**src/rtl/sram_req_ctrl.sv**
```systemverilog
// ----------------------------------------------------------------------------
// sram_req_ctrl
//
// Valid/ready request front-end for a single-port synchronous SRAM with a
// one-cycle registered read. Requests are turned into SRAM pin activity in
// the same cycle they are accepted. Read data returns in order through a
// 2-entry response FIFO. Backpressure is credit based: a new request is only
// accepted while the FIFO plus the read in flight still leaves space for it.
//
// Optional feature macro: SRAM_REQ_CTRL_ADDR_CHK_EN
//   When defined, requests with req_addr_i >= DEPTH are accepted but never
//   reach the SRAM. Such writes are dropped. Such reads still take a response
//   slot, so ordering is preserved, and return data 0 with rsp_err_o = 1.
//   When undefined, addresses pass unchecked and rsp_err_o is always 0.
//
// Ports
//   clk_i        clock, all state on the rising edge
//   rst_ni       asynchronous active-low reset
//   req_valid_i  request present
//   req_ready_o  request accepted when req_valid_i & req_ready_o at an edge
//   req_we_i     1 = write, 0 = read
//   req_addr_i   word address
//   req_wdata_i  write data
//   rsp_valid_o  read response available at FIFO head
//   rsp_ready_i  consumer takes the head response
//   rsp_rdata_o  head read data
//   rsp_err_o    head response flags an out-of-range address
//   sram_cs_o    SRAM chip select
//   sram_we_o    SRAM write enable
//   sram_ad_o    SRAM address
//   sram_din_o   SRAM write data
//   sram_dout_i  SRAM read data, valid the cycle after a read is issued
// ----------------------------------------------------------------------------
module sram_req_ctrl #(
    parameter int DEPTH     = 8,
    parameter int WIDTH     = 32,
    parameter int DEPTH_LOG = $clog2(DEPTH)
) (
    input  logic                 clk_i,
    input  logic                 rst_ni,
    input  logic                 req_valid_i,
    output logic                 req_ready_o,
    input  logic                 req_we_i,
    input  logic [DEPTH_LOG-1:0] req_addr_i,
    input  logic [WIDTH-1:0]     req_wdata_i,
    output logic                 rsp_valid_o,
    input  logic                 rsp_ready_i,
    output logic [WIDTH-1:0]     rsp_rdata_o,
    output logic                 rsp_err_o,
    output logic                 sram_cs_o,
    output logic                 sram_we_o,
    output logic [DEPTH_LOG-1:0] sram_ad_o,
    output logic [WIDTH-1:0]     sram_din_o,
    input  logic [WIDTH-1:0]     sram_dout_i
);

    logic             acc;
    logic             pop;
    logic             push;
    logic             addr_bad;
    logic [1:0]       occ_after_pop;
    logic [WIDTH-1:0] push_data;

    logic             inflight_q,     inflight_d;
    logic             inflight_err_q, inflight_err_d;
    logic [1:0]       count_q,        count_d;
    logic             wr_ptr_q,       wr_ptr_d;
    logic             rd_ptr_q,       rd_ptr_d;
    logic [WIDTH-1:0] data_q [2];
    logic [1:0]       err_q;

`ifdef SRAM_REQ_CTRL_ADDR_CHK_EN
    localparam logic [DEPTH_LOG:0] DEPTH_W = (DEPTH_LOG+1)'(DEPTH);
    assign addr_bad = ({1'b0, req_addr_i} >= DEPTH_W);
`else
    assign addr_bad = 1'b0;
`endif

    // Slots still claimed after this cycle's pop: queued entries plus the
    // read whose data lands next edge. Never exceeds 2 while the credit rule
    // holds, so 2 bits suffice and pop cannot underflow (pop needs count>0).
    assign occ_after_pop = count_q + {1'b0, inflight_q} - {1'b0, pop};
    assign req_ready_o   = rst_ni & (occ_after_pop < 2'd2);

    assign acc  = req_valid_i & req_ready_o;
    assign pop  = rsp_valid_o & rsp_ready_i;
    assign push = inflight_q;

    assign sram_cs_o  = acc & ~addr_bad;
    assign sram_we_o  = acc & req_we_i & ~addr_bad;
    assign sram_ad_o  = req_addr_i;
    assign sram_din_o = req_wdata_i;

    // An unissued read never touched the SRAM, so its dout is stale.
    assign push_data = inflight_err_q ? '0 : sram_dout_i;

    always_comb begin
        inflight_d     = acc & ~req_we_i;
        inflight_err_d = acc & ~req_we_i & addr_bad;
        wr_ptr_d       = push ? ~wr_ptr_q : wr_ptr_q;
        rd_ptr_d       = pop  ? ~rd_ptr_q : rd_ptr_q;
        count_d        = count_q;
        case ({push, pop})
            2'b10:   count_d = count_q + 2'd1;
            2'b01:   count_d = count_q - 2'd1;
            default: count_d = count_q;
        endcase
    end

    always_ff @(posedge clk_i or negedge rst_ni) begin
        if (!rst_ni) begin
            inflight_q     <= 1'b0;
            inflight_err_q <= 1'b0;
            count_q        <= 2'd0;
            wr_ptr_q       <= 1'b0;
            rd_ptr_q       <= 1'b0;
            data_q[0]      <= '0;
            data_q[1]      <= '0;
            err_q          <= 2'b00;
        end else begin
            inflight_q     <= inflight_d;
            inflight_err_q <= inflight_err_d;
            count_q        <= count_d;
            wr_ptr_q       <= wr_ptr_d;
            rd_ptr_q       <= rd_ptr_d;
            if (push) begin
                data_q[wr_ptr_q] <= push_data;
                err_q[wr_ptr_q]  <= inflight_err_q;
            end
        end
    end

    assign rsp_valid_o = (count_q != 2'd0);
    assign rsp_rdata_o = data_q[rd_ptr_q];
    assign rsp_err_o   = err_q[rd_ptr_q];

    // The credit rule guarantees a full FIFO has nothing in flight.
    a_no_overflow: assert property (@(posedge clk_i) disable iff (!rst_ni)
        !(push && count_q == 2'd2));

endmodule
```
**config.mk**
```make
export PLATFORM = sky130hd
export DESIGN_NAME = sram_req_ctrl
export DESIGN_NICKNAME = d
export VERILOG_FILES = /design/src/rtl/sram_req_ctrl.sv
export SDC_FILE = /design/constraint.sdc
export NUM_CORES = 1
export LEC_CHECK = 0
export ABC_AREA = 1
export ABC_CLOCK_PERIOD_IN_PS = 950
export CAP_MARGIN = 15
export CORE_MARGIN = 2
export CORE_UTILIZATION = 39
export CTS_CLUSTER_SIZE = 12
export DETAILED_ROUTE_END_ITERATION = 8
export PLACE_DENSITY = 0.83
export SLEW_MARGIN = 20
export SYNTH_ARGS = -nofsm -noshare
export SYNTH_HDL_FRONTEND = slang
export SYNTH_SLANG_ARGS = --single-unit
```
**constraint.sdc**
```tcl
create_clock -name clk_i -period 0.95 [get_ports clk_i]
set_input_delay 0.095 -clock clk_i [delete_from_list [all_inputs] [get_ports clk_i]]
set_output_delay 0.095 -clock clk_i [all_outputs]
set_load 0.01 [all_outputs]
```
==> results.tsv <==
stage	metric	value	unit
grt	Total GRT Usage	20.86	%
die	die area	9731	um^2
logic_synthesis	post-synth cell types	23	
setup_path	CP Cell Sequence	inv_2 > buf_6 > buf_16 > buf_6 > nand2_2 > nand2_2 > buf_6	
setup_path	Worst Path Max Fanout	8	
die	Initial Utilization	40.06	%
cells_and_area	share of cells above drive strength 1	47.90	%
clocking	TritonCTS clock tree	built	
timing	fmax	639.5	MHz
logic_synthesis	dominant cell type by area after synthesis	dfrtp_1	
die	Die Y	98.65	um
setup_path	Crit path required time	850	ps
clocking	Max clock buf depth	2	
setup_path	CP Depth	7	
clocking	clock slew at reported path FFs	70	ps
timing	final worst-path cycle share	164.6	%
setup_path	Max stage delay cell, worst path	dfrtp_2	
setup_path	Worst setup startpoint	rd_ptr_q	
detailed_routing	routed via count	3004	
cells_and_area	Area Growth Syn to Fin	56.20	%
worst_hold_path	Worst Hold Class	input pin to register	
logic_synthesis	sequential fraction of the synthesis area	50.86	%
power	PD cells	2717	nW/um^2
logic_synthesis	synthesized netlist net count	486	
timing	Clock Skews	3.996	ps
die	chip width	98.65	um
detailed_routing	initial DRC count	57	
cells_and_area	layout net count	566	
setup_path	Critical path buffers and inverters	5	
timing	hold_ws	140.6	ps
logic_synthesis	post-synth design cell area	3493	um^2
clocking	Worst-Skew Late Latency	340	ps
die	core area	8721	um^2
placement	post-DP HPWL	4997	um
detailed_routing	Routed Antenna Nets	0	
setup_path	Setup CP Type	register to output pin	
grt	vias in the first global route	3258	
setup_path	critical path startpoint category	register	
worst_hold_path	WHS Path Cells	4	
timing	final hold vios	0	
timing	Slew headroom	72.05	%
timing	setup ws final	-613.7	ps
timing	actual slew at the worst max-slew pin	419.2	ps
detailed_routing	DRT Wirelength	10070	um
grt	number of antenna violations at the first check in global routing	0	
setup_path	r2r endpoint	data_q[48]	
power	P_leak	2.675	nW
setup_path	CP most frequent cell	buf_6	
die	FP Rows	34	
placement	gpl congestion	0.7720	
placement	IO buf count	73	
setup_path	Worst Reg2Reg Path Length in Cells	8	
logic_synthesis	#FFs+latches synth	71	
timing	Slew Limit Fails	0	
clocking	clk sink count	71	
grt	largest net degree at the start of global routing	45	
cells_and_area	# diodes	0	
status	status	complete, but fails checks	
clocking	CTS Root Cell	clkbuf_8	
setup_path	worst setup path end	rsp_rdata_o[0]	
logic_synthesis	post-synth top area share	50.86	%
status	violations in the final reports	setup timing	
detailed_routing	TritonRoute pass-1 iters	4	
setup_path	CP top delay family	buffers and inverters	
grt	global-route wire length before repair	15920	um
detailed_routing	DRC	0	
die	IO Pins	144	
clocking	total CTS buffers	9	
logic_synthesis	Synth Area per Inst	8.438	um^2
power	worst vdd ir	1497	uV
setup_path	crit path DAT	1470	ps
setup_path	register-to-register setup slack	-450	ps
setup_path	reg2reg start	inflight_q	
logic_synthesis	YS warnings	0	
logic_synthesis	top cells by area, synth	dfrtp_1 (51%), nand2_1 (18%), o21ai_2 (7.8%), buf_4 (7.5%), o21ai_0 (4.4%)	
timing	Final Setup Violations	107	
flow_run	maxcap violations	0	
detailed_routing	Vias per Instance	4.949	
power	Pwr Total	14.83	mW
timing	RSZ-0062 raised after global routing	true	
grt	total gr overflow	0	
clocking	CTS H-tree depth	3	
logic_synthesis	post-synthesis cell count	414	
setup_path	CP peak stage delay	440	ps
timing	Tmin final	1564	ps
detailed_routing	Avg WL per Cell	16.59	um
setup_path	CP endpoint kind	output pin	
==> layer usage <==
layer  part of all wire, %  up-vias  track usage, %  wire [um]
li1                      -     1412               -          -
met1                    40     1472           24.21       4031
met2                    53       83           37.47       5347
met3                   3.7       37           3.830        375
met4                   3.1        0           9.273        313
met5                     0        -               0          0
==> kinds of logic after synthesis <==
| logic type | count (synthesis) | share of synthesized area (%) |
|---|---|---|
| mux | 1 | 0.3223 |
| buf+inv | 97 | 15.87 |
| flops | 71 | 50.86 |
| xor+xnor | 1 | 0.2508 |
| compound gates | 67 | 13.00 |
| simple gates | 177 | 19.70 |
==> per-stage QoR <==
step / util, % / setup TNS (ps) / area [um^2] / setup slack (ps) / std cells
finish: 62.57 / -35820 / 5456 / -613.7 / 607
global route: 62.57 / -41180 / 5456 / -661.9 / 607
CTS: 59.41 / -50860 / 5181 / -616.0 / 613
detailed placement: 48.54 / -31320 / 4233 / -878.8 / 562
global placement: 48.54 / -29030 / 4233 / -766.7 / 562
floorplan: - / -1938 / 3540 / -66.13 / 414
==> layout make-up <==
cell class                      instances  area (um^2)
Inverter                               43        166.4
Multi-Input combinational cell        247         1752
Tap cell                              108        135.1
Clock buffer                           13        158.9
Sequential cell                        71         1780
Clock inverter                          3        17.52
Timing Repair Buffer                  122         1446
Fill cell                             708         3264
==> power by group <==
part / total [mW] / internal, mW / switching (mW) / leakage [nW]
sequential: 5.41 / 4.22 / 1.19 / 0.865
combinational: 7.20 / 3.72 / 3.48 / 1.72
clock: 2.22 / 1.08 / 1.13 / 0.0894
total: 14.8 / 9.03 / 5.80 / 2.68
==> synthesized netlist by cell type <==
library cell and count:
inv_4 1, inv_2 1, o21ai_1 4, inv_1 41
nor2_1 3, o211ai_1 1, clkbuf_1 4, nand2_2 1
and2_1 1, clkbuf_2 1, nor2_4 1, nor2b_1 1
nand4_1 1, mux2_2 1, nand3_1 5, dfrtp_1 71
xor2_1 1, nand2_1 164, o21ai_2 31, buf_4 35
buf_6 6, o21ai_0 31, buf_2 8
==> worst min path at each step <==
stage / from / endpoint
detailed placement: rst_ni / count_q[1]
global route: rst_ni / inflight_q
finish: rst_ni / inflight_q
CTS: rst_ni / inflight_q
floorplan: rst_ni / count_q[0]
global placement: rst_ni / inflight_q
==> repair_timing <==
item | 4_1_cts | 5_1_grt
endpoints found under the setup margin | 107 | 151
buffers inserted | 21 | 8
hold buffers | 1 | 0
gates cloned | 15 | 3
resized for setup | 258 | 112
endpoints found under the hold margin | 71 | 0
pin swaps | 11 | 15
==> worst register-to-register path, stage by stage, from the launching register on <==
cell       delay (ps)
dfrtp_2           410
inv_2              70
buf_6             120
nor2_4            120
clkinv_4          120
buf_12            170
clkbuf_16         180
nand2_4            60
o21ai_2            40
==> state kept, by name (all words and copies together), names as in the netlist <==
signal,flops
err_q,2
wr_ptr_q,1
data_q,64
count_q,2
inflight_q,1
rd_ptr_q,1
==> cell usage in the layout (no fill, tap or decap), drive strengths merged, types with 3 or more instances in the layout <==
cell type | synthesis | routed
buf | 49 | 71
clkbuf | 5 | 17
clkdlybuf4s15 | 0 | 11
clkdlybuf4s50 | 0 | 35
clkinv | 0 | 3
dfrtp | 71 | 71
inv | 43 | 42
nand2 | 165 | 166
nand3 | 5 | 5
nor2 | 4 | 4
o21ai | 66 | 66
No activity file was read; power rests on OpenSTA's default activity.
